**src/rtl/mc_pkg.sv**
```systemverilog
// Shared encodings for the multi-cycle MIPS control unit: opcodes, functs, states, mux selects.
// No logic here; constants and types only.
// No flow control; consumers are purely combinational or the state register.
package mc_pkg;

    localparam logic [5:0] OP_RTYPE = 6'b000000;
    localparam logic [5:0] OP_LW    = 6'b100011;
    localparam logic [5:0] OP_SW    = 6'b101011;
    localparam logic [5:0] OP_BEQ   = 6'b000100;
    localparam logic [5:0] OP_ADDI  = 6'b001000;
    localparam logic [5:0] OP_J     = 6'b000010;
    localparam logic [5:0] OP_JAL   = 6'b000011;

    localparam logic [5:0] FN_ADD = 6'b100000;
    localparam logic [5:0] FN_SUB = 6'b100010;
    localparam logic [5:0] FN_AND = 6'b100100;
    localparam logic [5:0] FN_OR  = 6'b100101;
    localparam logic [5:0] FN_SLT = 6'b101010;
    localparam logic [5:0] FN_JR  = 6'b001000;

    typedef enum logic [3:0] {
        S_IF   = 4'd0,
        S_ID   = 4'd1,
        S_MADR = 4'd2,
        S_MRD  = 4'd3,
        S_MWB  = 4'd4,
        S_MWR  = 4'd5,
        S_REX  = 4'd6,
        S_RWB  = 4'd7,
        S_BEQ  = 4'd8,
        S_J    = 4'd9,
        S_AEX  = 4'd10,
        S_AWB  = 4'd11,
        S_JAL  = 4'd12,
        S_JR   = 4'd13
    } state_t;

    typedef enum logic [1:0] {
        ALUOP_ADD   = 2'b00,
        ALUOP_SUB   = 2'b01,
        ALUOP_FUNCT = 2'b10
    } alu_op_t;

    localparam logic [2:0] ALU_ADD = 3'b010;
    localparam logic [2:0] ALU_SUB = 3'b110;
    localparam logic [2:0] ALU_AND = 3'b000;
    localparam logic [2:0] ALU_OR  = 3'b001;
    localparam logic [2:0] ALU_SLT = 3'b111;

    localparam logic       IORD_PC     = 1'b0;
    localparam logic       IORD_ALUOUT = 1'b1;

    localparam logic [1:0] REGDST_RT = 2'd0;
    localparam logic [1:0] REGDST_RD = 2'd1;
    localparam logic [1:0] REGDST_RA = 2'd2;

    localparam logic [1:0] M2R_ALUOUT = 2'd0;
    localparam logic [1:0] M2R_MDR    = 2'd1;
    localparam logic [1:0] M2R_PC     = 2'd2;

    localparam logic       SRCA_PC = 1'b0;
    localparam logic       SRCA_A  = 1'b1;

    localparam logic [1:0] SRCB_B      = 2'd0;
    localparam logic [1:0] SRCB_FOUR   = 2'd1;
    localparam logic [1:0] SRCB_IMM    = 2'd2;
    localparam logic [1:0] SRCB_IMM_SH = 2'd3;

    localparam logic [1:0] PCSRC_ALU    = 2'd0;
    localparam logic [1:0] PCSRC_ALUOUT = 2'd1;
    localparam logic [1:0] PCSRC_JUMP   = 2'd2;
    localparam logic [1:0] PCSRC_REG    = 2'd3;

endpackage

```
**src/rtl/mc_controller_alu_decoder.sv**
```systemverilog
// Maps the controller's 2-bit alu_op plus funct to the 3-bit ALU operation.
// Combinational, zero latency.
// No flow control.
module alu_decoder
    import mc_pkg::*;
(
    input  alu_op_t    alu_op,
    input  logic [5:0] funct,
    output logic [2:0] alu_ctrl
);

    always_comb begin
        alu_ctrl = ALU_ADD;
        case (alu_op)
            ALUOP_SUB: alu_ctrl = ALU_SUB;
            ALUOP_FUNCT: begin
                case (funct)
                    FN_ADD:  alu_ctrl = ALU_ADD;
                    FN_SUB:  alu_ctrl = ALU_SUB;
                    FN_AND:  alu_ctrl = ALU_AND;
                    FN_OR:   alu_ctrl = ALU_OR;
                    FN_SLT:  alu_ctrl = ALU_SLT;
                    // unrecognised functs fall back to add so the datapath stays benign
                    default: alu_ctrl = ALU_ADD;
                endcase
            end
            default: alu_ctrl = ALU_ADD;
        endcase
    end

endmodule

```
**src/rtl/mc_controller.sv**
```systemverilog
// Moore control FSM for the multi-cycle MIPS core; drives every datapath select and enable.
// Outputs are combinational from state (plus zero/funct); 2-5 cycles per instruction.
// No backpressure: the datapath and memory are assumed single-cycle.
module mc_controller
    import mc_pkg::*;
(
    input  logic       clk,
    input  logic       rst,
    input  logic [5:0] opcode,
    input  logic [5:0] funct,
    input  logic       zero,
    output logic       pc_en,
    output logic       i_or_d,
    output logic       mem_read,
    output logic       mem_write,
    output logic       ir_write,
    output logic       reg_write,
    output logic [1:0] reg_dst,
    output logic [1:0] mem_to_reg,
    output logic       alu_src_a,
    output logic [1:0] alu_src_b,
    output logic [1:0] pc_src,
    output logic [2:0] alu_ctrl
);

    state_t  state;
    state_t  next_state;
    alu_op_t alu_op;
    logic    pc_write;
    logic    pc_write_cond;

    always_ff @(posedge clk or posedge rst) begin
        if (rst) begin
            state <= S_IF;
        end else begin
            state <= next_state;
        end
    end

    always_comb begin
        next_state = S_IF;
        case (state)
            S_IF: next_state = S_ID;
            S_ID: begin
                case (opcode)
                    OP_LW, OP_SW: next_state = S_MADR;
                    OP_RTYPE:     next_state = (funct == FN_JR) ? S_JR : S_REX;
                    OP_BEQ:       next_state = S_BEQ;
                    OP_ADDI:      next_state = S_AEX;
                    OP_J:         next_state = S_J;
                    OP_JAL:       next_state = S_JAL;
                    default:      next_state = S_IF;
                endcase
            end
            S_MADR:  next_state = (opcode == OP_SW) ? S_MWR : S_MRD;
            S_MRD:   next_state = S_MWB;
            S_REX:   next_state = S_RWB;
            S_AEX:   next_state = S_AWB;
            default: next_state = S_IF;
        endcase
    end

    always_comb begin
        pc_write      = 1'b0;
        pc_write_cond = 1'b0;
        i_or_d        = IORD_PC;
        mem_read      = 1'b0;
        mem_write     = 1'b0;
        ir_write      = 1'b0;
        reg_write     = 1'b0;
        reg_dst       = REGDST_RT;
        mem_to_reg    = M2R_ALUOUT;
        alu_src_a     = SRCA_PC;
        alu_src_b     = SRCB_B;
        pc_src        = PCSRC_ALU;
        alu_op        = ALUOP_ADD;
        case (state)
            S_IF: begin
                mem_read  = 1'b1;
                ir_write  = 1'b1;
                alu_src_b = SRCB_FOUR;
                pc_write  = 1'b1;
                pc_src    = PCSRC_ALU;
            end
            // branch target is computed speculatively into ALUOut here
            S_ID: alu_src_b = SRCB_IMM_SH;
            S_MADR, S_AEX: begin
                alu_src_a = SRCA_A;
                alu_src_b = SRCB_IMM;
            end
            S_MRD: begin
                i_or_d   = IORD_ALUOUT;
                mem_read = 1'b1;
            end
            S_MWB: begin
                reg_write  = 1'b1;
                reg_dst    = REGDST_RT;
                mem_to_reg = M2R_MDR;
            end
            S_MWR: begin
                i_or_d    = IORD_ALUOUT;
                mem_write = 1'b1;
            end
            S_REX: begin
                alu_src_a = SRCA_A;
                alu_src_b = SRCB_B;
                alu_op    = ALUOP_FUNCT;
            end
            S_RWB: begin
                reg_write  = 1'b1;
                reg_dst    = REGDST_RD;
                mem_to_reg = M2R_ALUOUT;
            end
            S_BEQ: begin
                alu_src_a     = SRCA_A;
                alu_src_b     = SRCB_B;
                alu_op        = ALUOP_SUB;
                pc_write_cond = 1'b1;
                pc_src        = PCSRC_ALUOUT;
            end
            S_J: begin
                pc_write = 1'b1;
                pc_src   = PCSRC_JUMP;
            end
            // PC already holds PC+4 here, which is the link value
            S_JAL: begin
                pc_write   = 1'b1;
                pc_src     = PCSRC_JUMP;
                reg_write  = 1'b1;
                reg_dst    = REGDST_RA;
                mem_to_reg = M2R_PC;
            end
            S_JR: begin
                pc_write = 1'b1;
                pc_src   = PCSRC_REG;
            end
            S_AWB: begin
                reg_write  = 1'b1;
                reg_dst    = REGDST_RT;
                mem_to_reg = M2R_ALUOUT;
            end
            default: ;
        endcase
        // reset must quiesce the datapath without waiting for the async state update to settle
        if (rst) begin
            pc_write      = 1'b0;
            pc_write_cond = 1'b0;
            mem_read      = 1'b0;
            mem_write     = 1'b0;
            ir_write      = 1'b0;
            reg_write     = 1'b0;
            i_or_d        = IORD_PC;
            reg_dst       = REGDST_RT;
            mem_to_reg    = M2R_ALUOUT;
            alu_src_a     = SRCA_PC;
            alu_src_b     = SRCB_B;
            pc_src        = PCSRC_ALU;
            alu_op        = ALUOP_ADD;
        end
    end

    assign pc_en = pc_write | (pc_write_cond & zero);

    alu_decoder u_alu_decoder (
        .alu_op   (alu_op),
        .funct    (funct),
        .alu_ctrl (alu_ctrl)
    );

endmodule

```
**config.mk**
```make
export PLATFORM = sky130hd
export DESIGN_NAME = mc_controller
export DESIGN_NICKNAME = d
export VERILOG_FILES = /design/src/rtl/mc_pkg.sv /design/src/rtl/mc_controller_alu_decoder.sv /design/src/rtl/mc_controller.sv
export SDC_FILE = /design/constraint.sdc
export NUM_CORES = 1
export LEC_CHECK = 0
export CAP_MARGIN = 10
export CORE_UTILIZATION = 44
export CTS_CLUSTER_SIZE = 28
export DETAILED_ROUTE_END_ITERATION = 10
export HOLD_SLACK_MARGIN = 0.12
export PLACE_DENSITY = 0.85
export SLEW_MARGIN = 0
export SYNTH_ARGS = -nofsm -noshare
export SYNTH_HDL_FRONTEND = slang
export SYNTH_HIERARCHICAL = 1
export SYNTH_SLANG_ARGS = --single-unit
```
**constraint.sdc**
```tcl
create_clock -name clk -period 9.5 [get_ports clk]
set_clock_uncertainty 0.2 [all_clocks]
set_input_delay 2.85 -clock clk [delete_from_list [all_inputs] [get_ports clk]]
set_output_delay 2.85 -clock clk [all_outputs]
set_load 0.01 [all_outputs]
```
# Word-level counts from Yosys, hierarchy flattened

Cells that the tools add are included.

Register bits: 4
Input port bits: 15
Output and inout port bits: 18
Logic and storage cells: 71

Eq/ne operators: 26
Mux-type cells: 32
Bitwise logic cells: 2
Reduce and logical (&&, ||, !) cells: 10

Operator list:

| cell                 | number |
|---|---|
| $pmux W4 S6          | 2 |
| $eq A6 B6 Y1 const B | 6 |
| $eq A4 B4 Y1 const B | 6 |
| $eq A4 B3 Y1 const B | 4 |
| $mux W1              | 16 |
| $eq A6 B2 Y1 const B | 2 |
| $eq A6 B4 Y1 const B | 2 |
| $pmux W2 S2          | 3 |
| $pmux W2 S3          | 2 |
| $pmux W3 S4          | 1 |
| $reduce_or A4 Y1     | 3 |
| $mux W2              | 5 |
| $reduce_or A2 Y1     | 5 |
| $eq A4 B2 Y1 const B | 2 |
| $eq A6 B3 Y1 const B | 1 |
| $logic_not A6 Y1     | 1 |
| $pmux W3 S2          | 1 |
| $eq A4 B1 Y1 const B | 1 |
| $logic_not A4 Y1     | 1 |
| $mux W4              | 1 |
| $mux W3              | 1 |
| $eq A2 B1 Y1 const B | 1 |
| $eq A2 B2 Y1 const B | 1 |
| $and A1 B1 Y1        | 1 |
| $or A1 B1 Y1         | 1 |

# Depth between registers and ports, before layout

Gate-level depths: netlist of the first run.

Depth after elaboration: 5
Gate-level depth with buffers: 8
Depth with buffers taken out: 7

# By module

Netlist of the first run, hierarchy kept.

By module, submodules not included:

| module        | times used | cells each | area each (um2) |
|---|---|---|---|
| mc_controller | 1          | 83         | 589.3 |
| alu_decoder   | 1          | 15         | 118.9 |

# Worst setup path after synthesis of the first run

Ideal clock, no wire load.

Path type: input to output
From: input rst
To: output alu_ctrl[2]
Data arrival time: 4.190 ns
Required time: 6.450 ns
Setup slack: 2.260 ns
Cell stages on the path: 7
Cells stage by stage: inv_1 nand2_1 nor4_1 inv_1 ha_1 nand4bb_1 o22ai_1

Longest elaborated chain between the ends: 3
Elaborated cells between the ends (all ways): 4

Ends and longest elaborated chain:

| what                                                | RTL line                        | text |
|---|---|---|
| start, declared                                     | mc_controller.sv:8              | `input logic rst,` |
| $mux W2 *                                           | mc_controller.sv:145            | `if (rst) begin` |
| via alu_op[0]                                       | mc_controller.sv:28             | `alu_op_t alu_op;` |
| $eq A2 B2 Y1 / $eq A2 B1 Y1 (equally long branches) | mc_controller_alu_decoder.sv:14 | `case (alu_op)` |
| $pmux W3 S2 *                                       | mc_controller_alu_decoder.sv:14 |  |
| end, declared                                       | mc_controller.sv:23             | `output logic [2:0] alu_ctrl` |

The timed path passes the listed nets; every way through them passes the cells marked *.

# Worst setup path in the final report of the first run

Same ends and word-level chain as after synthesis.

==> results.tsv, run 1 <==
stage	metric	value	unit
finish	final layout net count	145	
floorplanning	die width	42.1	um
floorplanning	core area	1510	um^2
route	total number of vias	856	
power	cell-internal power	0.0610	mW
sta	final hold violations	0	
worst_setup_path	Setup crit end kind	output pin	
route	residual DRC count	0	
logic_synthesis	share of the synthesized area in the top cell type	0.141	
finish	Largest regs	state x4	
sta	FMAX	119	MHz
outcome	status	finished, final reports clean	
worst_setup_path	CP peak stage delay	550	ps
worst_setup_path	CP Capture Point	alu_ctrl[2]	
sta	RSZ-0062 raised after global routing	false	
clock_tree	CTS Buffer Depth	2	
placement	IO buf count	32	
logic_synthesis	sequential fraction of the synthesis area	0.141	
power	Clk pwr share	0.205	
floorplanning	Boundary Pins	33	
worst_setup_path	R2R Path Start	state[0]	
finish	layout cells sized above 1	0.0397	
logic_synthesis	Area contributors post-synth	dfrtp_1 14%, nor3_1 8.5%, nor2_1 5.8%, or3b_1 3.7%, ha_1 3.5%	
clock_tree	CTS tree	built	
clock_tree	Root Buffer	clkbuf_4	
worst_setup_path	WS Path Type	input port to output pin	
placement	Post-DP Area	1010	um^2
floorplanning	# rows	14	
worst_setup_path	cell breakdown of the critical path	clkdlybuf4s50_1 > inv_1 > nand2_1 > nor4_1 > inv_1 > ha_1 > nand4bb_1 > o22ai_1 > clkdlybuf4s50_1	
clock_tree	Clock Latency Late Sink	230	ps
logic_synthesis	Netlist cell types	42	
sta	Final period util	0.888	
logic_synthesis	Post-Synthesis Cells	98	
flow_run	Max-Cap Viols	0	
worst_setup_path	Slowest-stage cell, CP	clkdlybuf4s50_1	
grt	largest net degree at the start of global routing	22	
logic_synthesis	post-synth design cell area	708	um^2
sta	Period minus WS final	8430	ps
clock_tree	clock-pin transition on the worst setup and hold timing paths	40	ps
floorplanning	Die ar.	1770	um^2
power	P per Cell Area	96.5	nW/um^2
clock_tree	# H-tree levels	1	
logic_synthesis	syn nets	115	
clock_tree	post-CTS setup buffer count	0	
clock_tree	Post-CTS Hold Fix Bufs	0	
clock_tree	# resized after CTS	0	
route	DRT antenna net count	0	
finish	ant diodes	0	
finish	max FFs per register	4	
power	Flop pwr share	0.294	
worst_setup_path	Crit. Startpoint	rst	
logic_synthesis	Yosys top cell by area	dfrtp_1	
finish	Final Cell Area	1040	um^2
logic_synthesis	FF+latch count, synth	4	
placement	Detailed Place HPWL	1440	um
worst_setup_path	R2R setup slack	7380	ps
finish	area grow syn2layout	46.5	%
logic_synthesis	Post-synth top cells	12 x nor3_1, 11 x nor2_1, 5 x clkbuf_1, 5 x inv_1	
logic_synthesis	syn_area_per_cell	7.23	um^2
clock_tree	CTS sink cnt	4	
route	DRT iter0 DRCs	18	
worst_setup_path	Worst R2R End	state[2]	
worst_setup_path	worst-path fanout max	7	
power	switching power	0.0392	mW
floorplanning	effective utilization at floorplan	0.470	
worst_setup_path	Arrival @ worst endpoint	5380	ps
grt	first-pass GRT wire length	3350	um
power	switch share	0.391	
worst_hold_path	min-delay worst type	register to register	
power	leakage power	0.356	nW
sta	Final setup viols	0	
logic_synthesis	Synth Flop Type	dfrtp_1	
sta	Slew @ Worst Pin	599	ps
power	Max IR drop VDD	106	uV
logic_synthesis	asr flop ratio synth	1.00	
route	WL per Instance	13.4	um
route	Via-to-Cell Ratio	6.03	
grt	initial antenna violation count	0	
logic_synthesis	Post-synth EDFFs	0	
finish	final core occ	0.689	
worst_setup_path	WP data required	6450	ps
grt	total grt overflow	0	
logic_synthesis	most frequent cell after synthesis	nor3_1	
floorplanning	Die H	42.1	um
worst_setup_path	CP Launch Type	input port	
route	drt pass-1 iters	4	
sta	sum of negative setup slack	0	ps
logic_synthesis	Synth Warn #	6	
placement	Placer Congestion	0.863	
grt	gr usage total	0.241	
sta	Max Slew Vio Count	0	
finish	Top reg by flops	state	
grt	number of global-route vias before repair	762	
sta	Slew HR	0.600	
route	wirelength, routed	1910	um
power	proportion of power drawn by combinational gates	0.501	
clock_tree	total CTS buffers	3	
worst_setup_path	R2R depth	4	
==> cell usage in the layout (no fill, tap or decap), drive strengths merged <==
cell and count:
a2111oi 2, a211oi 2, a21oi 4, a22o 1
a31oi 3, a41o 1, and2 1, and3 1
clkbuf 3, clkdlybuf4s50 32, dfrtp 4, ha 2
inv 5, maj3 2, mux2 1, mux2i 1
nand2 3, nand2b 4, nand3 1, nand3b 1
nand4b 1, nand4bb 3, nor2 11, nor3 12
nor4 3, nor4b 1, o2111a 1, o2111ai 1
o21ai 5, o22ai 1, o31a 1, o41ai 1
or2 1, or3 1, or3b 3, or4 2
or4b 2, xnor2 1, xor2 1
==> critical path, delay by kind of cell <==
family,cells,cell delay (ps)
AND/OR/NAND/NOR,3,670
buffers and inverters,4,1370
AO/OA/AOI/OAI,1,140
adder cells (fa/ha/maj),1,350
==> worst min-delay path by stage <==
stage                   from       end  slack [ps]  cells after the start
floorplan           state[2]  state[3]         340                      2
global placement    state[0]  state[0]         530                      1
detailed placement  state[0]  state[0]         550                      1
CTS                 state[0]  state[0]         560                      1
global route        state[0]  state[0]         600                      1
finish              state[0]  state[0]         570                      1
==> per-stage QoR <==
stage	hold slack, ps	cells	total power [mW]	worst slack, ps
6_report	569	142	0.100	1070
5_1_grt	599	142	0.109	797
4_1_cts	559	142	0.101	1070
3_5_place_dp	548	139	0.0791	1080
3_3_place_gp	532	139	0.0781	1140
2_1_floorplan	344	98	0.0556	2260
==> area by class of cell <==
cell class	instances	area, um^2
tap	16	20.0
sequential	4	100
timing repair buffer	32	320
inverter	5	18.8
multi-input combinational	82	556
fill	126	469
clock buffer	3	22.5
==> cell families (layout without fill, tap and decap cells) <==
| family | count (synthesis) | after routing | synth area share |
|---|---|---|---|
| compound gates | 23 | 23 | 0.226 |
| mux | 2 | 2 | 0.0300 |
| flops | 4 | 4 | 0.141 |
| simple gates | 51 | 51 | 0.440 |
| buf+inv | 12 | 40 | 0.0742 |
| xor+xnor | 2 | 2 | 0.0247 |
| fa+ha+maj | 4 | 4 | 0.0636 |
==> power groups by stage <==
stage	combinational [mW]	clock, mW	sequential (mW)
finish	0.0502	0.0205	0.0295
global route	0.0548	0.0235	0.0304
CTS	0.0501	0.0220	0.0291
detailed placement	0.0498	0	0.0293
global placement	0.0489	0	0.0291
floorplan	0.0330	0	0.0226
==> routing by layer <==
metal  wire (um)  GRT usage  vias to the layer above
li1            -          -                      444
met1         864      0.323                      389
met2         925      0.378                       21
met3         107     0.0431                        2
met4          10      0.106                        0
met5           0          0                        -
Power figures use the tool's default switching activity.
==> run 2: changes to the inputs <==
HOLD_SLACK_MARGIN = 0.02   (was 0.12)
REMOVE_ABC_BUFFERS = 1   (was default)
==> run 2 against run 1 <==
Design area unchanged. Sequential cell count unchanged. Critical path depth stayed put. Sequential power barely moved. First-iteration DRC count rose by 33%.
==> results.tsv, run 2 (same netlist as run 1, synthesis figures left out) <==
stage	metric	value	unit
worst_setup_path	Slowest-stage cell, CP	clkdlybuf4s50_1	
clock_tree	Clock Latency Late Sink	240	ps
worst_hold_path	min-delay worst type	register to register	
worst_setup_path	worst path buffer plus inverter count	4	
sta	Slew @ Worst Pin	562	ps
power	Max IR drop VDD	77.7	uV
power	cell-internal power	0.0610	mW
placement	IO buf count	32	
sta	Final setup viols	0	
flow_run	Max-Cap Viols	0	
clock_tree	CTS Buffer Depth	2	
clock_tree	# resized after CTS	0	
finish	commonest non-fill, non-tap cell in the layout	clkdlybuf4s50_1	
placement	Placer Congestion	0.895	
grt	initial antenna violation count	0	
outcome	status	finished, final reports clean	
clock_tree	total CTS buffers	3	
clock_tree	Post-CTS Hold Fix Bufs	0	
floorplanning	core area	1510	um^2
sta	Slew HR	0.625	
route	drt pass-1 iters	4	
power	Clk pwr share	0.208	
power	Flop pwr share	0.293	
worst_setup_path	delay-heaviest family, CP	buffers and inverters	
finish	ant diodes	0	
grt	total grt overflow	0	
sta	sum of negative setup slack	0	ps
floorplanning	# rows	14	
power	P per Cell Area	97.1	nW/um^2
sta	final worst setup slack	1060	ps
route	wirelength, routed	1920	um
worst_setup_path	worst-path fanout max	7	
floorplanning	effective utilization at floorplan	0.470	
power	switching power	0.0397	mW
sta	final hold violations	0	
floorplanning	Boundary Pins	33	
clock_tree	post-CTS setup buffer count	0	
route	DRT iter0 DRCs	24	
finish	layout cells sized above 1	0.0397	
clock_tree	# H-tree levels	1	
sta	Period minus WS final	8440	ps
worst_setup_path	CP peak stage delay	550	ps
worst_setup_path	WS Path Type	input port to output pin	
power	proportion of power drawn by combinational gates	0.499	
clock_tree	Root Buffer	clkbuf_4	
route	DRT antenna net count	0	
finish	Largest regs	state x4	
grt	first-pass GRT wire length	3300	um
power	switch share	0.394	
worst_setup_path	Setup crit end kind	output pin	
clock_tree	clock-pin transition on the worst setup and hold timing paths	30	ps
placement	Detailed Place HPWL	1470	um
clock_tree	CTS sink cnt	4	
finish	Top reg by flops	state	
finish	area of the multi-input gates	556	um^2
route	residual DRC count	0	
clock_tree	CTS tree	built	
sta	Final period util	0.888	
floorplanning	die width	42.1	um
finish	fillcell total	124	
power	leakage power	0.356	nW
placement	pre-CTS WS	1090	ps
route	Via-to-Cell Ratio	6.17	
worst_setup_path	WP data required	6450	ps
worst_setup_path	Arrival @ worst endpoint	5390	ps
route	total number of vias	876	
worst_setup_path	CP Launch Type	input port	
grt	number of global-route vias before repair	778	
finish	commonest cells after routing, fill and taps aside	32 x clkdlybuf4s50_1, 12 x nor3_1, 11 x nor2_1	
finish	area grow syn2layout	46.5	%
finish	final layout net count	145	
finish	register area	100	um^2
sta	RSZ-0062 raised after global routing	false	
route	WL per Instance	13.5	um
worst_setup_path	cell breakdown of the critical path	clkdlybuf4s50_1 > inv_1 > nand2_1 > nor4_1 > inv_1 > ha_1 > nand4bb_1 > o22ai_1 > clkdlybuf4s50_1	
grt	largest net degree at the start of global routing	22	
sta	Max Slew Vio Count	0	
sta	FMAX	119	MHz
finish	max FFs per register	4	
floorplanning	Die H	42.1	um
grt	gr usage total	0.234	
floorplanning	Die ar.	1770	um^2
==> run 2: routing by layer <==
metal	up-vias	track usage	wire length, um
met3	2	0.0345	135
li1	441	-	-
met5	-	0	0
met4	0	0.0813	15
met1	384	0.309	818
met2	49	0.391	945
==> run 2: power by group through the flow <==
| stage | sequential (mW) | clock [mW] | combinational [mW] |
|---|---|---|---|
| 2_1_floorplan | 0.0272 | 0 | 0.0255 |
| 5_1_grt | 0.0306 | 0.0230 | 0.0553 |
| 3_5_place_dp | 0.0298 | 0 | 0.0496 |
| 6_report | 0.0295 | 0.0210 | 0.0502 |
| 3_3_place_gp | 0.0297 | 0 | 0.0489 |
| 4_1_cts | 0.0295 | 0.0214 | 0.0500 |
==> run 2: through the flow <==
stage / utilization / cells / power, mW / hold WS, ps / cell area [um^2]
after global routing: 0.689 / 142 / 0.109 / 607 / 1040
after detailed placement: 0.674 / 139 / 0.0794 / 549 / 1010
after CTS: 0.689 / 142 / 0.101 / 555 / 1040
final: 0.689 / 142 / 0.101 / 559 / 1040
after floorplan: - / 91 / 0.0528 / 466 / 674
after global placement: 0.674 / 139 / 0.0786 / 537 / 1010
==> run 2: final timing paths <==
check,startpoint,to,slack [ps],depth (start not counted)
worst min-delay path,state[0],state[0],560,1
worst max register to register,state[0],state[1],7370,4
max in group asynchronous,rst,state[0],6140,2
worst min register to register,state[0],state[0],560,1
worst max-delay path,rst,alu_ctrl[2],1060,9
min in group asynchronous,rst,state[1],2790,2
==> run 2: worst register-to-register path, stage by stage, from the launching register on <==
cell	delay, ps
dfrtp_1	520
nand2b_1	300
maj3_1	380
a2111oi_0	450
a22o_1	220
==> run 2: final cells by class <==
class	count	area share
flip-flops and latches	4	0.0965
well taps	16	0.0193
clock buffers	3	0.0217
repair buffers	32	0.309
multi-input cells	82	0.536
inverters	5	0.0181
==> run 3: changes to the inputs <==
CELL_PAD_IN_SITES_DETAIL_PLACEMENT = 1   (was default)
CELL_PAD_IN_SITES_GLOBAL_PLACEMENT = 1   (was default)
CORE_UTILIZATION = 30   (was 44)
==> run 3 against run 2 <==
Die area grew 44%. Setup slack worse by 50 ps. Combinational power up 2%. Routed wire length increased by 20%. Global-route usage shrank 3.6 points. Cell count is 8.5% higher. Sequential cell count is the same. Critical path depth unchanged. Count of clock-buffer cells in the layout unchanged. Clock power about the same. Critical endpoint unchanged. Highest routed layer unchanged.
==> results.tsv, run 3 (same netlist as run 1, synthesis figures left out) <==
stage	metric	value	unit
finish	commonest non-fill, non-tap cell in the layout	clkdlybuf4s50_1	
floorplanning	Die H	50.6	um
floorplanning	core area	2210	um^2
sta	Max Slew Vio Count	0	
worst_setup_path	CP Launch Type	input port	
placement	Placed Cells incl. Taps	151	
route	met1 WL	1030	um
finish	Largest regs	state x4	
finish	commonest cells after routing, fill and taps aside	32 x clkdlybuf4s50_1, 12 x nor3_1, 11 x nor2_1	
route	Via-to-Cell Ratio	5.75	
grt	number of global-route vias before repair	837	
sta	Period minus WS final	8490	ps
route	DRT antenna net count	0	
route	DRT iter0 DRCs	4	
route	wirelength, routed	2290	um
power	Max IR drop VDD	72.6	uV
clock_tree	Root Buffer	clkbuf_4	
placement	IO buf count	32	
route	Met3 Wirelength	68	um
sta	Slew HR	0.608	
power	leakage power	0.356	nW
finish	final core occ	0.476	
clock_tree	CTS Buffer Depth	2	
sta	Final setup viols	0	
sta	sum of negative setup slack	0	ps
placement	Placer Congestion	0.843	
finish	max FFs per register	4	
grt	largest net degree at the start of global routing	22	
clock_tree	CTS sink cnt	4	
clock_tree	total CTS buffers	3	
placement	Detailed Place HPWL	1780	um
finish	ant diodes	0	
worst_setup_path	WP data required	6450	ps
sta	RSZ-0062 raised after global routing	false	
clock_tree	Clock Latency Late Sink	240	ps
finish	area grow syn2layout	48.6	%
sta	FMAX	118	MHz
placement	pre-CTS WS	1010	ps
sta	final worst setup slack	1010	ps
power	P per Cell Area	97.9	nW/um^2
sta	Final period util	0.893	
clock_tree	# resized after CTS	0	
outcome	status	finished, final reports clean	
floorplanning	effective utilization at floorplan	0.320	
grt	initial antenna violation count	0	
worst_setup_path	worst-path fanout max	7	
clock_tree	# H-tree levels	1	
finish	Final Cell Area	1050	um^2
clock_tree	post-CTS setup buffer count	0	
floorplanning	Die ar.	2560	um^2
clock_tree	CTS tree	built	
route	drt pass-1 iters	4	
placement	Post-DP Area	1030	um^2
route	metal2 WL	1140	um
sta	final hold slack	583	ps
flow_run	Max-Cap Viols	0	
sta	final hold violations	0	
grt	gr usage total	0.198	
finish	layout cells sized above 1	0.0397	
finish	Top reg by flops	state	
floorplanning	die width	50.6	um
worst_setup_path	Setup crit end kind	output pin	
worst_setup_path	R2R setup slack	7290	ps
finish	Non-Filler Instances	154	
floorplanning	# rows	17	
clock_tree	clock-pin transition on the worst setup and hold timing paths	40	ps
worst_hold_path	min-delay worst type	register to register	
grt	first-pass GRT wire length	3810	um
route	uppermost layer routed	met4	
finish	final layout net count	145	
worst_setup_path	Arrival @ worst endpoint	5440	ps
route	residual DRC count	0	
clock_tree	Post-CTS Hold Fix Bufs	0	
power	Power, Total	0.103	mW
route	WL per Instance	14.9	um
route	total number of vias	886	
floorplanning	Boundary Pins	33	
worst_setup_path	WS Path Type	input port to output pin	
grt	total grt overflow	0	
sta	Slew @ Worst Pin	587	ps
[run 3: cell counts in the layout (fill, tap and decap cells not counted)]
Identical to the previous run, type by type.
[run 3: power by group]
part	switching, mW	total, mW	internal [mW]	leakage [nW]
logic	0.0240	0.0513	0.0273	0.288
registers	0.0109	0.0304	0.0195	0.0535
clock network	0.00713	0.0213	0.0141	0.0138
total	0.0420	0.103	0.0610	0.356
[run 3: path summary, 6_finish.rpt]
check | startpoint | endpoint | cells after the start
worst max-delay path | rst | alu_ctrl[2] | 9
worst min-delay path | state[0] | state[0] | 1
worst max register to register | state[0] | state[2] | 4
worst min register to register | state[0] | state[0] | 1
max in group asynchronous | rst | state[2] | 2
min in group asynchronous | rst | state[0] | 2
[run 3: critical path: stages]
cell and delay, ps:
clkdlybuf4s50_1 510, inv_1 220, nand2_1 140, nor4_1 290, inv_1 80, ha_1 340, nand4bb_1 240, o22ai_1 170
clkdlybuf4s50_1 570
[run 3: final cells by class]
| type | instances | area, um^2 |
|---|---|---|
| Sequential cell | 4 | 100 |
| Clock buffer | 3 | 22.5 |
| Inverter | 5 | 18.8 |
| Multi-Input combinational cell | 82 | 556 |
| Timing Repair Buffer | 32 | 320 |
| Tap cell | 28 | 35.0 |
| Fill cell | 289 | 1160 |
[run 3: layer usage]
metal,vias to the layer above,GRT usage
met5,-,0
met4,0,0.0926
met3,7,0.0394
met2,21,0.331
met1,424,0.241
li1,434,-
